--- src/rtl/chunked_adder_pkg.sv ---
// Shared definitions for the chunked adder.
//   - Default operand width and slice width.
//   - FSM state encoding used by the top-level controller.
package chunked_adder_pkg;

    localparam int DEFAULT_WIDTH = 16;
    localparam int DEFAULT_CHUNK = 4;

    typedef enum logic [1:0] {
        ST_IDLE = 2'd0,
        ST_RUN  = 2'd1,
        ST_DONE = 2'd2
    } state_e;

endpackage

--- src/rtl/chunked_adder_chunk_add.sv ---
// Combinational CHUNK-bit adder slice.
//   x, y  : slice operands
//   ci    : carry into the slice LSB
//   s     : slice sum
//   co    : carry out of the slice MSB
//   c_msb : carry into the slice MSB (used for signed overflow)
module chunk_add #(
    parameter int CHUNK = 4
) (
    input  logic [CHUNK-1:0] x,
    input  logic [CHUNK-1:0] y,
    input  logic             ci,
    output logic [CHUNK-1:0] s,
    output logic             co,
    output logic             c_msb
);

    logic [CHUNK:0] total;

    assign total = {1'b0, x} + {1'b0, y} + {{CHUNK{1'b0}}, ci};
    assign s     = total[CHUNK-1:0];
    assign co    = total[CHUNK];
    // The sum bit at the MSB is x ^ y ^ carry_in, so the incoming carry
    // is recovered without a second narrower adder (also valid for CHUNK=1).
    assign c_msb = s[CHUNK-1] ^ x[CHUNK-1] ^ y[CHUNK-1];

endmodule

--- src/rtl/chunked_adder.sv ---
// Multi-cycle adder/subtractor that processes CHUNK bits per clock.
//   clk, rst         : clock and synchronous active-high reset
//   start            : begin a new operation (accepted in IDLE or DONE)
//   a, b, cin, sub   : operands, carry-in (add only) and mode (1 = a-b)
//   busy             : high while slices are being added
//   done             : one-cycle completion pulse
//   sum, cout, ovf   : registered result, MSB carry-out, signed overflow
// WIDTH must be an integer multiple of CHUNK.
module chunked_adder
    import chunked_adder_pkg::*;
#(
    parameter int WIDTH = DEFAULT_WIDTH,
    parameter int CHUNK = DEFAULT_CHUNK
) (
    input  logic             clk,
    input  logic             rst,
    input  logic             start,
    input  logic [WIDTH-1:0] a,
    input  logic [WIDTH-1:0] b,
    input  logic             cin,
    input  logic             sub,
    output logic             busy,
    output logic             done,
    output logic [WIDTH-1:0] sum,
    output logic             cout,
    output logic             ovf
);

    localparam int NCH   = WIDTH / CHUNK;
    localparam int IDX_W = (NCH > 1) ? $clog2(NCH) : 1;
    localparam logic [IDX_W-1:0] LAST_IDX = IDX_W'(NCH - 1);

    state_e           state_q, state_d;
    logic [WIDTH-1:0] a_q, a_d;       // operand A; completed slices enter at the top
    logic [WIDTH-1:0] b_q, b_d;       // operand B (already inverted for subtract)
    logic             carry_q, carry_d;
    logic [IDX_W-1:0] idx_q, idx_d;
    logic [WIDTH-1:0] sum_q, sum_d;
    logic             cout_q, cout_d;
    logic             ovf_q, ovf_d;

    logic [CHUNK-1:0] slice_s;
    logic             slice_co;
    logic             slice_c_msb;
    logic [WIDTH-1:0] a_shifted;

    chunk_add #(.CHUNK(CHUNK)) u_chunk_add (
        .x     (a_q[CHUNK-1:0]),
        .y     (b_q[CHUNK-1:0]),
        .ci    (carry_q),
        .s     (slice_s),
        .co    (slice_co),
        .c_msb (slice_c_msb)
    );

    // Consumed A bits leave at the bottom while result slices fill from the
    // top, so after NCH shifts the A register holds the complete sum.
    assign a_shifted = (a_q >> CHUNK) | (WIDTH'(slice_s) << (WIDTH - CHUNK));

    always_comb begin
        // NOTE: every variable gets a default before the case so no path
        // leaves one unassigned, which would otherwise infer a latch.
        state_d = state_q;
        a_d     = a_q;
        b_d     = b_q;
        carry_d = carry_q;
        idx_d   = idx_q;
        sum_d   = sum_q;
        cout_d  = cout_q;
        ovf_d   = ovf_q;

        unique case (state_q)
            ST_IDLE, ST_DONE: begin
                if (start) begin
                    a_d     = a;
                    b_d     = sub ? ~b : b;
                    carry_d = sub ? 1'b1 : cin;
                    idx_d   = '0;
                    state_d = ST_RUN;
                end else if (state_q == ST_DONE) begin
                    state_d = ST_IDLE;
                end
            end
            ST_RUN: begin
                a_d     = a_shifted;
                b_d     = b_q >> CHUNK;
                carry_d = slice_co;
                idx_d   = idx_q + IDX_W'(1);
                if (idx_q == LAST_IDX) begin
                    state_d = ST_DONE;
                    sum_d   = a_shifted;
                    cout_d  = slice_co;
                    ovf_d   = slice_c_msb ^ slice_co;
                end
            end
            default: state_d = ST_IDLE;
        endcase
    end

    always_ff @(posedge clk) begin
        // NOTE: non-blocking assignments so every register samples the
        // pre-edge values regardless of statement order.
        if (rst) begin
            // NOTE: the operand registers are reset too; it costs little and
            // keeps the datapath free of X after reset.
            state_q <= ST_IDLE;
            a_q     <= '0;
            b_q     <= '0;
            carry_q <= 1'b0;
            idx_q   <= '0;
            sum_q   <= '0;
            cout_q  <= 1'b0;
            ovf_q   <= 1'b0;
        end else begin
            state_q <= state_d;
            a_q     <= a_d;
            b_q     <= b_d;
            carry_q <= carry_d;
            idx_q   <= idx_d;
            sum_q   <= sum_d;
            cout_q  <= cout_d;
            ovf_q   <= ovf_d;
        end
    end

    assign busy = (state_q == ST_RUN);
    assign done = (state_q == ST_DONE);
    assign sum  = sum_q;
    assign cout = cout_q;
    assign ovf  = ovf_q;

endmodule

--- config.mk ---
export PLATFORM = sky130hd
export DESIGN_NAME = chunked_adder
export DESIGN_NICKNAME = d
export VERILOG_FILES = /design/src/rtl/chunked_adder_pkg.sv /design/src/rtl/chunked_adder_chunk_add.sv /design/src/rtl/chunked_adder.sv
export SDC_FILE = /design/constraint.sdc
export NUM_CORES = 1
export LEC_CHECK = 0
export ABC_AREA = 0
export CORE_ASPECT_RATIO = 1.4
export CORE_MARGIN = 2
export CORE_UTILIZATION = 40
export DETAILED_ROUTE_END_ITERATION = 8
export PLACE_DENSITY_LB_ADDON = 0.12
export SYNTH_ARGS = -nofsm -noshare
export SYNTH_HDL_FRONTEND = slang
export SYNTH_SLANG_ARGS = --single-unit
--- constraint.sdc ---
create_clock -name clk -period 2 [get_ports clk]
set_input_delay 0.3 -clock clk [delete_from_list [all_inputs] [get_ports clk]]
set_output_delay 0.3 -clock clk [all_outputs]
set_load 0.05 [all_outputs]
==> qor.yml <==
status: "finished clean"
placement.setup.worst_slack_ps: -5.57
power_per_cell_area_nw_per_um2: 743
ys.flop_type: "dfxtp_1"
final_core_util_pct: 53.2
criticalPathCategory: "reg -> reg"
htreeDepth: 2
cts.reportedPaths.clkPinSlew_ps: 100
place.gp.congestion: 0.751
die_h_um: 96.8
initial_core_util_pct: 41.7
antenna_cells_inserted: 0
area_growth_syn_to_layout_pct: 27.6
gr_util_met2_pct: 27.4
setup_viol_count_final: 0
iteration_count_of_the_initial_detailed_routing_pass: 4
post_layout_nonfiller_instances: 398
reg2reg_to: "ovf"
max-slew-margin-rel_pct: 66.8
synth-compound-area-share_pct: 21.1
synth_mux_area_share_pct: 0.864
syn_avg_cell_area_um2: 8.86
synthXorXnorAreaFrac_pct: 7.47
synthSimpleGateAreaFrac_pct: 14.8
hold_violation_count_in_the_final_report: 0
regToRegStartpoint: "b_q[0]"
post_synth_inst_count: 278
timing.final.ws_setup_ps: 93.3
finalWorstPathRequiredPeriod_ps: 1910
first_global_vias: 1859
clk_latency_ps: 310
min-delay-start: "rst"
global_route.usage.met1_pct: 19.6
route.detailed.wl_per_inst_um: 13.4
syn_nets: 321
drv.max_cap_violation_count: 0
synth.distinct_cells: 32
leakage_nw: 1.16
std_cell_rows: 33
layout-drive-gt1-share_pct: 9.76
mostFrequentLayoutCell: "nand2_1"
fillerInstances: 594
wirelength_um: 5320
grt_antenna_before_repair: 0
drt_iter0_drc: 121
synthesis.yosys.warnings: 0
detail_route.vias_per_cell: 5.09
worstPathRequired_ps: 2210
synth_async_sr_flop_share_pct: 0
yosysSeqAreaShare_pct: 44.7
boundaryPins: 57
hold-worst-slack_ps: 416
achievable-frequency_mhz: 524
globalRoute.totalOverflow: 0
place.port_buffers: 56
holdPathStages: 2
holdCritPathClass: "in -> reg"
clock-sinks: 55
clockBufferDepth: 2
fp.dieArea_um2: 6810
numPlacedInstances: 389
max-vdd-ir-drop_v: 0.000371
global_route.peak_usage_layer: "met2"
slew_viol_final: 0
worst_setup_path_startpoint: "b_q[0]"
setup.worst_path.start_class: "flop"
grt_start_max_net_pins: 35
min_period_over_period_pct: 95.3
timing.critical_path.arrival_ps: 2120
cell_area_after_synthesis_um2: 2460
max_slew.worst_pin.slew_ps: 497
worst_hold_path.endpoint: "b_q[15]"
detailed_place_hpwl_um: 3770
die-width_um: 70.3
cts_tree: "done"
share_of_synthesized_cell_area_in_full_adder_half_adder_and_majority_cells_pct: 3.66
synth_top_family_by_area: "compound AO/OA/AOI/OAI gates"
global_route.usage.total_pct: 16.2
yosys_register_bits: 55
finalClockSkew_ps: 8.11
post-route-drc-count: 0
cts_bufs_inserted: 5
worst_path_maximum_fanout: 3
setup_slack_on_the_worst_flop_to_flop_path_ps: 90
setup.worst_path.end_class: "flop"
grt_use_met3_pct: 3.13
postRouteAntennaNets: 0
layout.cells.most_common_list: "nand2_1, dfxtp_1, clkdlybuf4s50_1"
synth_edf_count: 0
grt_first_pass_wirelength_um: 8940
num_vias: 2024
postCtsHoldBufs: 0
core_area_um2: 5900
ff_to_ff_path_depth: 8
final_nets: 370
clockRootBuffer: "clkbuf_8"
-- state kept, by name, summed over array words and instances (netlist names) --
| signal | flops |
|---|---|
| state_q | 2 |
| ovf | 1 |
| idx_q | 2 |
| a_q | 16 |
| sum | 16 |
| cout | 1 |
| b_q | 16 |
| carry_q | 1 |
-- cell families after synthesis --
group | Yosys count
simple gates | 87
compound gates | 82
flops | 55
buf+inv | 25
xor+xnor | 21
fa+ha+maj | 6
mux | 2
-- Yosys cell counts (2+ instances only) --
| library cell | number | share of area [%] |
|---|---|---|
| xor2_1 | 17 | 6.0 |
| a211oi_1 | 3 | 0.91 |
| buf_4 | 3 | 0.91 |
| dfxtp_1 | 55 | 45 |
| a21oi_2 | 4 | 1.4 |
| a21o_1 | 2 | 0.61 |
| nand2_1 | 56 | 8.5 |
| buf_2 | 5 | 1.0 |
| inv_1 | 3 | 0.46 |
| a22oi_1 | 31 | 9.5 |
| buf_6 | 5 | 2.3 |
| xnor2_1 | 4 | 1.4 |
| ha_1 | 4 | 2.0 |
| nor2_1 | 22 | 3.4 |
| clkbuf_1 | 6 | 0.91 |
| a21oi_1 | 41 | 8.3 |
| fa_1 | 2 | 1.6 |
-- through the flow --
step	cell area [um^2]	power (W)	TNS, ps
6_report	3140	0.00234	0
5_1_grt	3140	0.00244	-13.5
3_3_place_gp	3010	0.00159	0
3_5_place_dp	3010	0.00160	-5.57
2_1_floorplan	2460	0.00146	0
4_1_cts	3130	0.00236	0
-- critical path, cell delays in order (launching register included) --
cell and delay [ps]:
dfxtp_1 360, fa_1 200, inv_1 60, fa_1 390, nand2b_1 170, a21oi_2 210, xnor2_1 170, xnor2_1 90
a21o_1 180
-- area by class of cell --
type / count / area, um^2 / area share, %
Clock buffer: 6 / 82.6 / 2.63
Clock inverter: 2 / 35.0 / 1.11
Inverter: 4 / 20.0 / 0.637
Multi-Input combinational cell: 198 / 1190 / 37.7
Sequential cell: 55 / 1100 / 35.1
Tap cell: 70 / 87.6 / 2.79
Timing Repair Buffer: 63 / 628 / 20.0
-- where the power goes --
| group | internal [W] | switching [W] | leakage [nW] |
|---|---|---|---|
| sequential | 0.00115 | 0.0000423 | 0.450 |
| combinational | 0.000183 | 0.000194 | 0.652 |
| clock | 0.000406 | 0.000358 | 0.0612 |
| total | 0.00174 | 0.000595 | 1.16 |
-- timing repair --
item,4_1_cts,5_1_grt
buffers inserted,0,1
endpoints found under the setup margin,1,1
hold endpoints to repair,0,0
pin swaps,0,1
gates resized for setup,1,2
-- metal layers --
metal	vias up	part of all wire, %
li1	1040	-
met1	923	44
met2	51	49
met3	10	4.2
met4	0	2.8
met5	-	0
-- worst max path at each step --
stage	end	slack, ps
final	ovf	90
after global routing	ovf	-10
after CTS	ovf	80
after global placement	ovf	70
after detailed placement	ovf	-6
after floorplan	ovf	180
(Power assumes the default switching activity.)
==> variant 1, RTL diff (same flow settings) <==
Register the inputs `start`, `a`, `b`, `cin` and `sub` before use. The logic sees them one clock later.
--- a/src/rtl/chunked_adder.sv
+++ b/src/rtl/chunked_adder.sv
@@ -29,6 +29,20 @@
     localparam int NCH   = WIDTH / CHUNK;
     localparam int IDX_W = (NCH > 1) ? $clog2(NCH) : 1;
     localparam logic [IDX_W-1:0] LAST_IDX = IDX_W'(NCH - 1);
+
+    logic start_q;
+    logic [WIDTH-1:0] a_r;
+    logic [WIDTH-1:0] b_r;
+    logic cin_q;
+    logic sub_q;
+
+    always_ff @(posedge clk) begin
+        start_q <= start;
+        a_r     <= a;
+        b_r     <= b;
+        cin_q   <= cin;
+        sub_q   <= sub;
+    end
 
     state_e           state_q, state_d;
     logic [WIDTH-1:0] a_q, a_d;       // operand A; completed slices enter at the top
@@ -71,10 +85,10 @@
 
         unique case (state_q)
             ST_IDLE, ST_DONE: begin
-                if (start) begin
-                    a_d     = a;
-                    b_d     = sub ? ~b : b;
-                    carry_d = sub ? 1'b1 : cin;
+                if (start_q) begin
+                    a_d     = a_r;
+                    b_d     = sub_q ? ~b_r : b_r;
+                    carry_d = sub_q ? 1'b1 : cin_q;
                     idx_d   = '0;
                     state_d = ST_RUN;
                 end else if (state_q == ST_DONE) begin
Behaviour: not the same (a bounded check fails within 4 cycles, from zero or initial values and one cycle with rst high).
==> variant 1 against the unedited design <==
- final area rose by 25%
- area after synthesis rose by 28%
- total power rose by 45%
- sequential cell count rose by 35
- via count rose by 13%
- worst setup slack improved by 0.043 ns
- wire length rose by 16%
- synthesized cell count rose by 16%
==> variant 1: results <==
[logic_synthesis]
synth.distinct_cells = 29
postSynthNetCount = 366
synth_area_leaders = "dfxtp_1, nand2_1, a21oi_1"
synth_area_per_cell_um2 = 9.750
synthTopCellsByCount = "dfxtp_1, nand2_1, a21oi_1"

[layout]
stdcell_area_um2 = 3926
final-clk-cell-share = 0.04175
design.seq.count = 90
nets = 418
nClkBuffers = 13
fillCellCount = 766
multi_input_area_share = 0.3059

[cts]
numCtsBuffers = 9
cts.clk_slew.worst_paths_ns = 0.08
clk_latency_ns = 0.35

[power_and_ir_drop]
vdd_ir_drop_max_mv = 0.4548
power_leakage_uw = 0.001496
p_seq_uw = 1950
switching_power_uw = 839.7
p_int_uw = 2553
p_clk_frac = 0.314

[detailed_routing]
met2_length_um = 3171
initialDrtViolationCount = 88
drt-met1-wl_um = 2597
wl_met3_um = 255
wl_per_cell_um = 12.87

[critical_path]
cp_slowest_cell = "dfxtp_2"

[placement]
gp_congestion = 0.7573
place_area_um2 = 3742
placed_cells = 463
dp_hpwl_um = 4179

[status]
outcome = "finished clean"

[die]
rows = 38

[global_route]
grt_pass1_wl_um = 10480
grt_max_degree = 31
grt_use_met2 = 0.2736
grt_usage = 0.1594

[sta]
relSlewSlack = 0.6079
variant 1: cell types whose count changed after synthesis, sizes merged, moves of 2 or more:
| cell | delta |
|---|---|
| nand2 | +9 |
| dfxtp | +35 |
| a22oi | -7 |
| nor3 | +2 |
| a311oi | +7 |
| nor2 | +4 |
| a21oi | -7 |
variant 1: critical path, delay by kind of cell, from the launching register on:
kind,cells,cell delay [ns]
xor+xnor,2,0.24
buf+inv,1,0.06
compound gates,2,0.39
flops,1,0.35
simple gates,1,0.16
fa+ha+maj,2,0.56
variant 1: worst paths after layout:
kind                 from  slack, ns      end
setup reg to reg   a_q[0]       0.14      ovf
hold / removal      b[15]       0.38  b_r[15]
setup / recovery   a_q[0]       0.14      ovf
hold reg to reg   sum[14]       0.45  sum[14]
variant 1: cells by family after synthesis:
family | synth area share
flip-flops | 0.5721
adder cells (fa/ha/maj) | 0.02861
multiplexers | 0.003575
AO/OA/AOI/OAI | 0.1510
XOR/XNOR | 0.05840
buffers and inverters | 0.05006
AND/OR/NAND/NOR | 0.1363
==> variant 2, RTL diff (same flow settings) <==
Without the edit above. The package constant `DEFAULT_CHUNK` goes from 4 to 8.
--- a/src/rtl/chunked_adder_pkg.sv
+++ b/src/rtl/chunked_adder_pkg.sv
@@ -4,7 +4,7 @@
 package chunked_adder_pkg;
 
     localparam int DEFAULT_WIDTH = 16;
-    localparam int DEFAULT_CHUNK = 4;
+    localparam int DEFAULT_CHUNK = 8;
 
     typedef enum logic [1:0] {
         ST_IDLE = 2'd0,
Behaviour: not the same (a bounded check fails within 4 cycles, from zero or initial values and one cycle with rst high).
==> variant 2 against the unedited design <==
- worst setup slack got worse by 0.18 ns
- the flow now finishes with violations (negative setup slack)
- clock skew decreased by 0.00057 ns
- final area increased by 6.4%
- critical path depth decreased by 1
- core utilization increased by 1.4 points
- total power decreased by 2.0%
- area after synthesis increased by 1.7%
- wire length increased by 3.2%
- sequential cell count decreased by 1
- synthesized cell count increased by 6.5%
==> variant 2: results <==
[status]
outcome = "finished with violations"
violations = "negative setup slack"

[sta]
relSlewSlack = 0.6607
setup_viol = 1
finalWorstSetupSlack_ns = -0.08982
holdWs_ns = 0.3921
finalSetupTns_ns = -0.08982
fin_skew_ns = 0.007539

[layout]
layout.non_clock_inverters = 3
final-clk-cell-share = 0.02281
buffers = 71
stdcell_area_um2 = 3346
fillCellCount = 605
nClkBuffers = 7
nets = 399
drive_above_1_share = 0.1105
multi_input_area_um2 = 1381
design.seq.count = 54
buffer_area_frac = 0.2102
multi_input_gates = 218

[detailed_routing]
met2_length_um = 2639
drt-met1-wl_um = 2548
initialDrtViolationCount = 113
num_vias = 2224
wl_met3_um = 193
wl_um = 5487

[cts]
post_cts_buffers = 1
cts_resized = 2

[logic_synthesis]
yosysSeqAreaShare = 0.4316
postSynthNetCount = 342
synth-compound-area-share = 0.2512
synth.distinct_cells = 33
synthTopCellsByCount = "nand2_1, dfxtp_1, a21oi_1"
synthAdderAreaFrac = 0.05095
synth_xor_area_frac = 0.07692

[placement]
place_area_um2 = 3212
gp_congestion = 0.7702

[global_route]
grt_pass1_vias = 2008
grt_usage = 0.1665
use_met3 = 0.02905
grt_max_degree = 36
grt_pass1_wl_um = 9459
grt_use_met1 = 0.2217

[critical_path]
reg2reg_depth = 7
r2r-start = "carry_q"
arrival_ns = 2.32
cp_max_fo = 2

[power_and_ir_drop]
vdd_ir_drop_max_mv = 0.2735
power_leakage_uw = 0.001253
==> variant 2: metrics by stage <==
stage | worst slack (ns) | power [uW]
floorplan | -0.06068 | 1535
CTS | -0.1089 | 2303
detailed placement | -0.09958 | 1733
global placement | -0.07802 | 1727
finish | -0.08982 | 2290
global route | -0.1773 | 2421
==> variant 2: worst max-delay path: stages, from the launching register on <==
cell	delay, ns
dfxtp_2	0.34
fa_2	0.40
fa_2	0.37
nand3_2	0.10
a32oi_2	0.11
or3_4	0.38
a31o_1	0.18
a31oi_1	0.14
==> variant 2: cells by family after synthesis <==
family | after synthesis
AOI/OAI and AO/OA | 97
and+or+nand+nor | 90
DFF | 54
buffers and inverters | 24
xor gates and xnor gates | 22
adders and majority gates | 9
==> variant 2: report_power, final <==
group          switching [uW]  total (uW)  internal [uW]
Clock                     327         569            242
Combinational             283         536            253
Sequential               44.6        1190           1140
Total                     654        2290           1640
